==> config.mk <==
export PLATFORM = sky130hd
export DESIGN_NAME = rv_enc
export DESIGN_NICKNAME = d
export VERILOG_FILES = /design/src/rtl/rv_pkg.sv /design/src/rtl/rv_enc_pack.sv /design/src/rtl/rv_enc.sv
export SDC_FILE = /design/constraint.sdc
export NUM_CORES = 1
export LEC_CHECK = 0
export ABC_AREA = 0
export BUFFER_PORTS_ARGS = -buffer_cell sky130_fd_sc_hd__buf_2
export CORE_MARGIN = 4
export CORE_UTILIZATION = 53
export CTS_CLUSTER_SIZE = 10
export DETAILED_ROUTE_END_ITERATION = 7
export PLACE_DENSITY_LB_ADDON = 0.15
export SYNTH_ARGS = -nofsm -noshare
export SYNTH_HDL_FRONTEND = slang
export SYNTH_SLANG_ARGS = --single-unit
==> constraint.sdc <==
create_clock -name clk -period 2.4 [get_ports clk]
set_input_delay 0.24 -clock clk [delete_from_list [all_inputs] [get_ports clk]]
set_output_delay 0.24 -clock clk [all_outputs]
set_load 0.005 [all_outputs]
==> src/rtl/rv_pkg.sv <==
// RV32I field constants shared by the instruction encoder and decoder.
// Combinational constants and helpers only; no latency and no flow control.
// Flow control does not apply here.
package rv_pkg;

    localparam logic [2:0] FMT_R = 3'd0;
    localparam logic [2:0] FMT_I = 3'd1;
    localparam logic [2:0] FMT_S = 3'd2;
    localparam logic [2:0] FMT_B = 3'd3;
    localparam logic [2:0] FMT_U = 3'd4;
    localparam logic [2:0] FMT_J = 3'd5;

    localparam logic [6:0] OP_LUI    = 7'b0110111;
    localparam logic [6:0] OP_OPIMM  = 7'b0010011;
    localparam logic [6:0] OP_LOAD   = 7'b0000011;
    localparam logic [6:0] OP_STORE  = 7'b0100011;
    localparam logic [6:0] OP_BRANCH = 7'b1100011;
    localparam logic [6:0] OP_JAL    = 7'b1101111;
    localparam logic [6:0] OP_JALR   = 7'b1100111;
    localparam logic [6:0] OP_OP     = 7'b0110011;
    localparam logic [6:0] OP_AUIPC  = 7'b0010111;
    localparam logic [6:0] OP_SYSTEM = 7'b1110011;

    localparam logic [2:0] F3_ADDI = 3'b000;

    typedef enum logic {
        ST_IDLE,
        ST_EXPAND
    } enc_state_e;

    // True when v[31:lsb] are all copies of one bit, i.e. v fits a signed field.
    function automatic logic upper_uniform(input logic [31:0] v, input int unsigned lsb);
        logic [31:0] s;
        s = $signed(v) >>> lsb;
        return (s == '0) || (s == '1);
    endfunction

endpackage

==> src/rtl/rv_enc_pack.sv <==
// Packs RV32I fields into one instruction word by format and range-checks the immediate.
// Latency: purely combinational, zero cycles.
// Backpressure: none; the caller decides when the result is consumed.
module rv_enc_pack
    import rv_pkg::*;
(
    input  logic [2:0]  fmt_i,
    input  logic [6:0]  opcode_i,
    input  logic [4:0]  rd_i,
    input  logic [4:0]  rs1_i,
    input  logic [4:0]  rs2_i,
    input  logic [2:0]  funct3_i,
    input  logic [6:0]  funct7_i,
    input  logic [31:0] imm_i,
    output logic [31:0] inst_o,
    output logic        range_ok_o
);

    always_comb begin
        inst_o     = '0;
        range_ok_o = 1'b0;
        case (fmt_i)
            FMT_R: begin
                inst_o     = {funct7_i, rs2_i, rs1_i, funct3_i, rd_i, opcode_i};
                range_ok_o = 1'b1;
            end
            FMT_I: begin
                inst_o     = {imm_i[11:0], rs1_i, funct3_i, rd_i, opcode_i};
                range_ok_o = upper_uniform(imm_i, 11);
            end
            FMT_S: begin
                inst_o     = {imm_i[11:5], rs2_i, rs1_i, funct3_i, imm_i[4:0], opcode_i};
                range_ok_o = upper_uniform(imm_i, 11);
            end
            FMT_B: begin
                inst_o     = {imm_i[12], imm_i[10:5], rs2_i, rs1_i, funct3_i,
                              imm_i[4:1], imm_i[11], opcode_i};
                range_ok_o = upper_uniform(imm_i, 12) && !imm_i[0];
            end
            FMT_U: begin
                inst_o     = {imm_i[31:12], rd_i, opcode_i};
                range_ok_o = (imm_i[11:0] == 12'd0);
            end
            FMT_J: begin
                inst_o     = {imm_i[20], imm_i[10:1], imm_i[11], imm_i[19:12], rd_i, opcode_i};
                range_ok_o = upper_uniform(imm_i, 20) && !imm_i[0];
            end
            default: begin
                // Codes 6/7 are illegal and always rejected.
                inst_o     = '0;
                range_ok_o = 1'b0;
            end
        endcase
    end

endmodule

==> src/rtl/rv_enc.sv <==
// Sequential RV32I encoder: field requests in, 32-bit words out, li expanded to LUI+ADDI.
// Latency: accept in cycle N, word (or err pulse) in N+1; li second word in N+2.
// Backpressure: one-entry output register held while out_ready low; req_ready low in EXPAND.
module rv_enc
    import rv_pkg::*;
(
    input  logic        clk,
    input  logic        rst,
    input  logic        req_valid,
    output logic        req_ready,
    input  logic [2:0]  req_fmt,
    input  logic [6:0]  req_opcode,
    input  logic [4:0]  req_rd,
    input  logic [4:0]  req_rs1,
    input  logic [4:0]  req_rs2,
    input  logic [2:0]  req_funct3,
    input  logic [6:0]  req_funct7,
    input  logic [31:0] req_imm,
    input  logic        req_li,
    output logic        out_valid,
    input  logic        out_ready,
    output logic [31:0] out_inst,
    output logic        out_last,
    output logic        err
);

    enc_state_e  state_q;
    logic        out_valid_q;
    logic [31:0] out_inst_q;
    logic        out_last_q;
    logic        err_q;
    logic [31:0] pend_q;

    logic [31:0] pack_inst;
    logic        pack_ok;

    logic        accept;
    logic        take;
    logic        li_fits;
    logic [19:0] li_hi;
    logic [31:0] li_addi_x0;
    logic [31:0] li_addi_rd;
    logic [31:0] li_lui;

    rv_enc_pack u_pack (
        .fmt_i      (req_fmt),
        .opcode_i   (req_opcode),
        .rd_i       (req_rd),
        .rs1_i      (req_rs1),
        .rs2_i      (req_rs2),
        .funct3_i   (req_funct3),
        .funct7_i   (req_funct7),
        .imm_i      (req_imm),
        .inst_o     (pack_inst),
        .range_ok_o (pack_ok)
    );

    assign take      = out_valid_q && out_ready;
    assign req_ready = (state_q == ST_IDLE) && (!out_valid_q || out_ready);
    assign accept    = req_valid && req_ready;

    // Rounding the upper part by imm[11] compensates for ADDI sign-extending its low 12 bits.
    assign li_fits    = upper_uniform(req_imm, 11);
    assign li_hi      = req_imm[31:12] + {19'd0, req_imm[11]};
    assign li_lui     = {li_hi, req_rd, OP_LUI};
    assign li_addi_x0 = {req_imm[11:0], 5'd0, F3_ADDI, req_rd, OP_OPIMM};
    assign li_addi_rd = {req_imm[11:0], req_rd, F3_ADDI, req_rd, OP_OPIMM};

    always_ff @(posedge clk) begin
        if (rst) begin
            state_q     <= ST_IDLE;
            out_valid_q <= 1'b0;
            out_inst_q  <= '0;
            out_last_q  <= 1'b0;
            err_q       <= 1'b0;
            pend_q      <= '0;
        end else begin
            err_q <= 1'b0;
            if (take) begin
                out_valid_q <= 1'b0;
            end
            case (state_q)
                ST_IDLE: begin
                    if (accept) begin
                        if (req_li) begin
                            out_valid_q <= 1'b1;
                            if (li_fits) begin
                                out_inst_q <= li_addi_x0;
                                out_last_q <= 1'b1;
                            end else if (req_imm[11:0] == 12'd0) begin
                                out_inst_q <= li_lui;
                                out_last_q <= 1'b1;
                            end else begin
                                out_inst_q <= li_lui;
                                out_last_q <= 1'b0;
                                pend_q     <= li_addi_rd;
                                state_q    <= ST_EXPAND;
                            end
                        end else if (pack_ok) begin
                            out_valid_q <= 1'b1;
                            out_inst_q  <= pack_inst;
                            out_last_q  <= 1'b1;
                        end else begin
                            // Rejected request is consumed; any old word was taken this cycle.
                            err_q <= 1'b1;
                        end
                    end
                end
                ST_EXPAND: begin
                    if (take) begin
                        out_valid_q <= 1'b1;
                        out_inst_q  <= pend_q;
                        out_last_q  <= 1'b1;
                        state_q     <= ST_IDLE;
                    end
                end
                default: state_q <= ST_IDLE;
            endcase
        end
    end

    assign out_valid = out_valid_q;
    assign out_inst  = out_inst_q;
    assign out_last  = out_last_q;
    assign err       = err_q;

endmodule
==> summary.md <==
| Metric | Value |
|---|---|
| DRC Markers | `0` |
| RePlAce Congestion | `0.928` |
| Initial antenna violation count | `0` |
| Mux contribution to synthesized area | `0.0971` |
| Period utilization | `0.920` |
| Int Pwr | `1600 uW` |
| Final #Nets | `668` |
| Complex-gate fraction of the synthesized area | `0.280` |
| Sw Ratio | `0.320` |
| CTS tree | `built` |
| First-pass DRT Iterations | `5` |
| Post-layout util | `0.698` |
| CP Max Fanout | `11` |
| Die Ht | `93.5 um` |
| Worst Setup Path Type | `flop to flop` |
| Die width | `93.5 um` |
| Slew HR | `0.683` |
| Post-CTS Setup Bufs | `0` |
| Setup Skew | `0.0102 ns` |
| Top cell type's share of synthesized area | `0.279` |
| Final WL | `12,700 um` |
| XOR/XNOR Fraction of Synth Area | `0.0384` |
| Synth top area cells | `dfxtp_1 (28%), mux2i_1 (5.9%), o21ai_0 (5.8%)` |
| FP Rows | `30` |
| DR iter-0 viols | `357` |
| Mapped Area | `3880 um2` |
| Clock group share of total power | `0.258` |
| Worst setup SP type | `flop` |
| Fin. Hold Viols | `0` |
| Pwr dens | `486 nW/um2` |
| Fill cell count | `594` |
| First-pass GRT wire length | `19,900 um` |
| Routed vias/inst | `6.21` |
| H-tree lvl count | `2` |
| Max-Cap Viols | `0` |
| Status | `complete, no violations` |
| Required time of the critical path | `2.64 ns` |
| Post-synth top area cell | `dfxtp_1` |
| Top_reg_cell synth | `dfxtp_1` |
| Crit path time final | `2.21 ns` |
| Reg power frac | `0.427` |
| Initial Util | `0.559` |
| Setup violations, final | `0` |
| Vias in the first global route | `3,973` |
| Diode count | `0` |
| Sw Pwr | `754 uW` |
| IO Count | `108` |
| Max Slew Vio Count | `0` |
| Largest family of logic cells by synthesized area | `compound AO/OA/AOI/OAI gates` |
| CTS Root Cell | `clkbuf_8` |
| Leak Pwr | `0.00206 uW` |
| Clock sinks | `54` |
| Critical Path AT | `2.45 ns` |
| Worst-Margin Slew | `0.463 ns` |
| Simple-gate area share of the yosys netlist | `0.236` |
| Fin cells | `690` |
| Largest net degree at the start of global routing | `81` |
| CTS hold repair buffers | `0` |
| Placed Instances | `682` |
| P&R area growth vs syn | `25.0%` |
| Synth Area in Adders | `0.00968` |
| YS warnings | `0` |
| Layout cells sized above 1 | `0.328` |
| CTS max path bufs | `2` |
| Unrepaired setup endpoints after global routing | `no` |
| Yosys reg bits | `54` |
| Clock latency on the worst-skew pair | `0.31 ns` |
| CTS Buf Count | `5` |
| Worst Setup End Kind | `flop` |
| Post-Syn Area per Cell | `8.17 um2` |
| Fin Setup TNS | `0 ns` |
| Combinational share of power | `0.315` |
| Synth cell types | `53` |
| Sequential share of the synthesized area | `0.279` |
| WL/cell | `18.4 um` |
| Fmax | `453 MHz` |
| Hold crit path type | `input pin to flop` |
| GRT Residual Overflow | `0` |
| Total power | `2360 uW` |
| Synth Instances | `475` |
| I/O Buffers | `107` |
| Post-synth ARST share | `0` |
| EDFF count, synth | `0` |
| Vias | `4,287` |
| Core Region | `6940 um2` |
| Die Area | `8750 um2` |
| Net Count, Synth | `550` |
| Hpwl dp | `9500 um` |
| Post-route ant nets | `0` |
| Fin Hold WS | `0.173 ns` |
| GRT Util Overall | `0.284` |
| Peak supply drop | `0.000488 V` |
| Clk pin slew, worst setup/hold paths | `0.10 ns` |
-- per-stage QoR --
step	cell area [um2]	setup WS [ns]
after global routing	4850	0.0602
final	4850	0.192
after detailed placement	4740	-0.0629
after global placement	4740	-0.0513
after floorplan	3880	0.307
after CTS	4840	0.248
-- routing by layer --
metal / global-route usage / routed length (um) / vias to the layer above
met5: 0 / 0 / -
met3: 0.0426 / 1020 / 20
met4: 0.0638 / 175 / 0
li1: - / - / 2001
met2: 0.479 / 6180 / 202
met1: 0.382 / 5340 / 2064
-- synth_stat cells, types with 11 or more instances --
| master | instances |
|---|---|
| dfxtp_1 | 54 |
| nor2_1 | 45 |
| mux2_2 | 13 |
| nand3_1 | 12 |
| a21oi_1 | 25 |
| inv_1 | 11 |
| o21ai_0 | 45 |
| clkbuf_1 | 25 |
| xnor2_1 | 12 |
| nor2b_1 | 33 |
| o41ai_2 | 11 |
| nand2_1 | 23 |
| a221oi_1 | 12 |
| mux2i_1 | 23 |
-- cells by family (layout without fill, tap and decap cells) --
kind of cell / count (synthesis) / count (layout)
buffers and inverters: 53 / 172
AOI/OAI and AO/OA: 145 / 145
DFF: 54 / 54
xor gates and xnor gates: 17 / 17
and+or+nand+nor: 167 / 167
adders and majority gates: 3 / 3
muxes: 36 / 36
-- worst max-delay path, stage by stage (launching register included) --
cell and delay, ns:
dfxtp_1 0.63, clkinv_1 0.37, and2_1 0.23, and4_1 0.30, or3_1 0.43, a21oi_1 0.17
-- state kept, by name (all words and copies together), names as in the netlist --
register   flops
err            1
out_inst      32
pend_q        18
out_valid      1
out_last       1
state_q        1
-- cell usage in the layout (no fill, tap or decap), types with 3 or more instances in the layout --
cell type  Yosys  final
nor2_1        45     45
buf_2          9    107
o41ai_1        8      8
nor4_1         5      5
nand2b_1       5      5
xor2_1         5      5
a22oi_1        5      5
o221ai_1       4      4
inv_1         11     11
buf_12         0      4
buf_4          0     40
mux2_2        13     13
mux2i_1       23     23
nor2b_1       33     33
and4_1         5      5
and3_1         6      6
a21oi_1       25     25
ha_1           3      3
dfxtp_1       54     54
a211oi_1       6      6
nand4_1        9      9
clkbuf_8       0      5
o2111ai_1      3      3
nor3_1         8      7
o41ai_2       11     11
o21ai_0       45     44
nor3b_1        5      5
a221oi_1      12     12
a31oi_1        5      5
xnor2_1       12     12
nand3_1       12     12
nor4_2         3      3
nand2_1       23     23
o31ai_1        7      7
-- worst paths after layout --
check             startpoint          end  slack (ns)  cells past startpoint
setup reg to reg     state_q  out_inst[3]        0.19                      5
hold / removal     req_rd[0]   pend_q[15]        0.17                      3
setup / recovery     state_q  out_inst[3]        0.19                      5
hold reg to reg     out_last     out_last        0.47                      2
-- power groups by stage --
stage / Sequential, uW / Combinational [uW] / Clock [uW]
finish: 1010 / 742 / 608
global route: 1020 / 803 / 647
CTS: 1010 / 734 / 609
detailed placement: 1020 / 730 / 0
global placement: 1020 / 718 / 0
floorplan: 1020 / 410 / 0
-- area by class of cell --
type / instances / area [um2] / area share
multi-input combinational: 368 / 2570 / 0.531
sequential: 54 / 1080 / 0.223
timing repair buffer: 151 / 916 / 0.189
tap: 96 / 120 / 0.0248
clock buffer: 5 / 68.8 / 0.0142
inverter: 13 / 48.8 / 0.0101
clock inverter: 3 / 40.0 / 0.00826
-- repair_timing --
item,4_1_cts,5_1_grt
endpoints found under the hold margin,0,0
endpoints found under the setup margin,0,6
resized for setup,0,1
No activity file was read; power rests on OpenSTA's default activity.
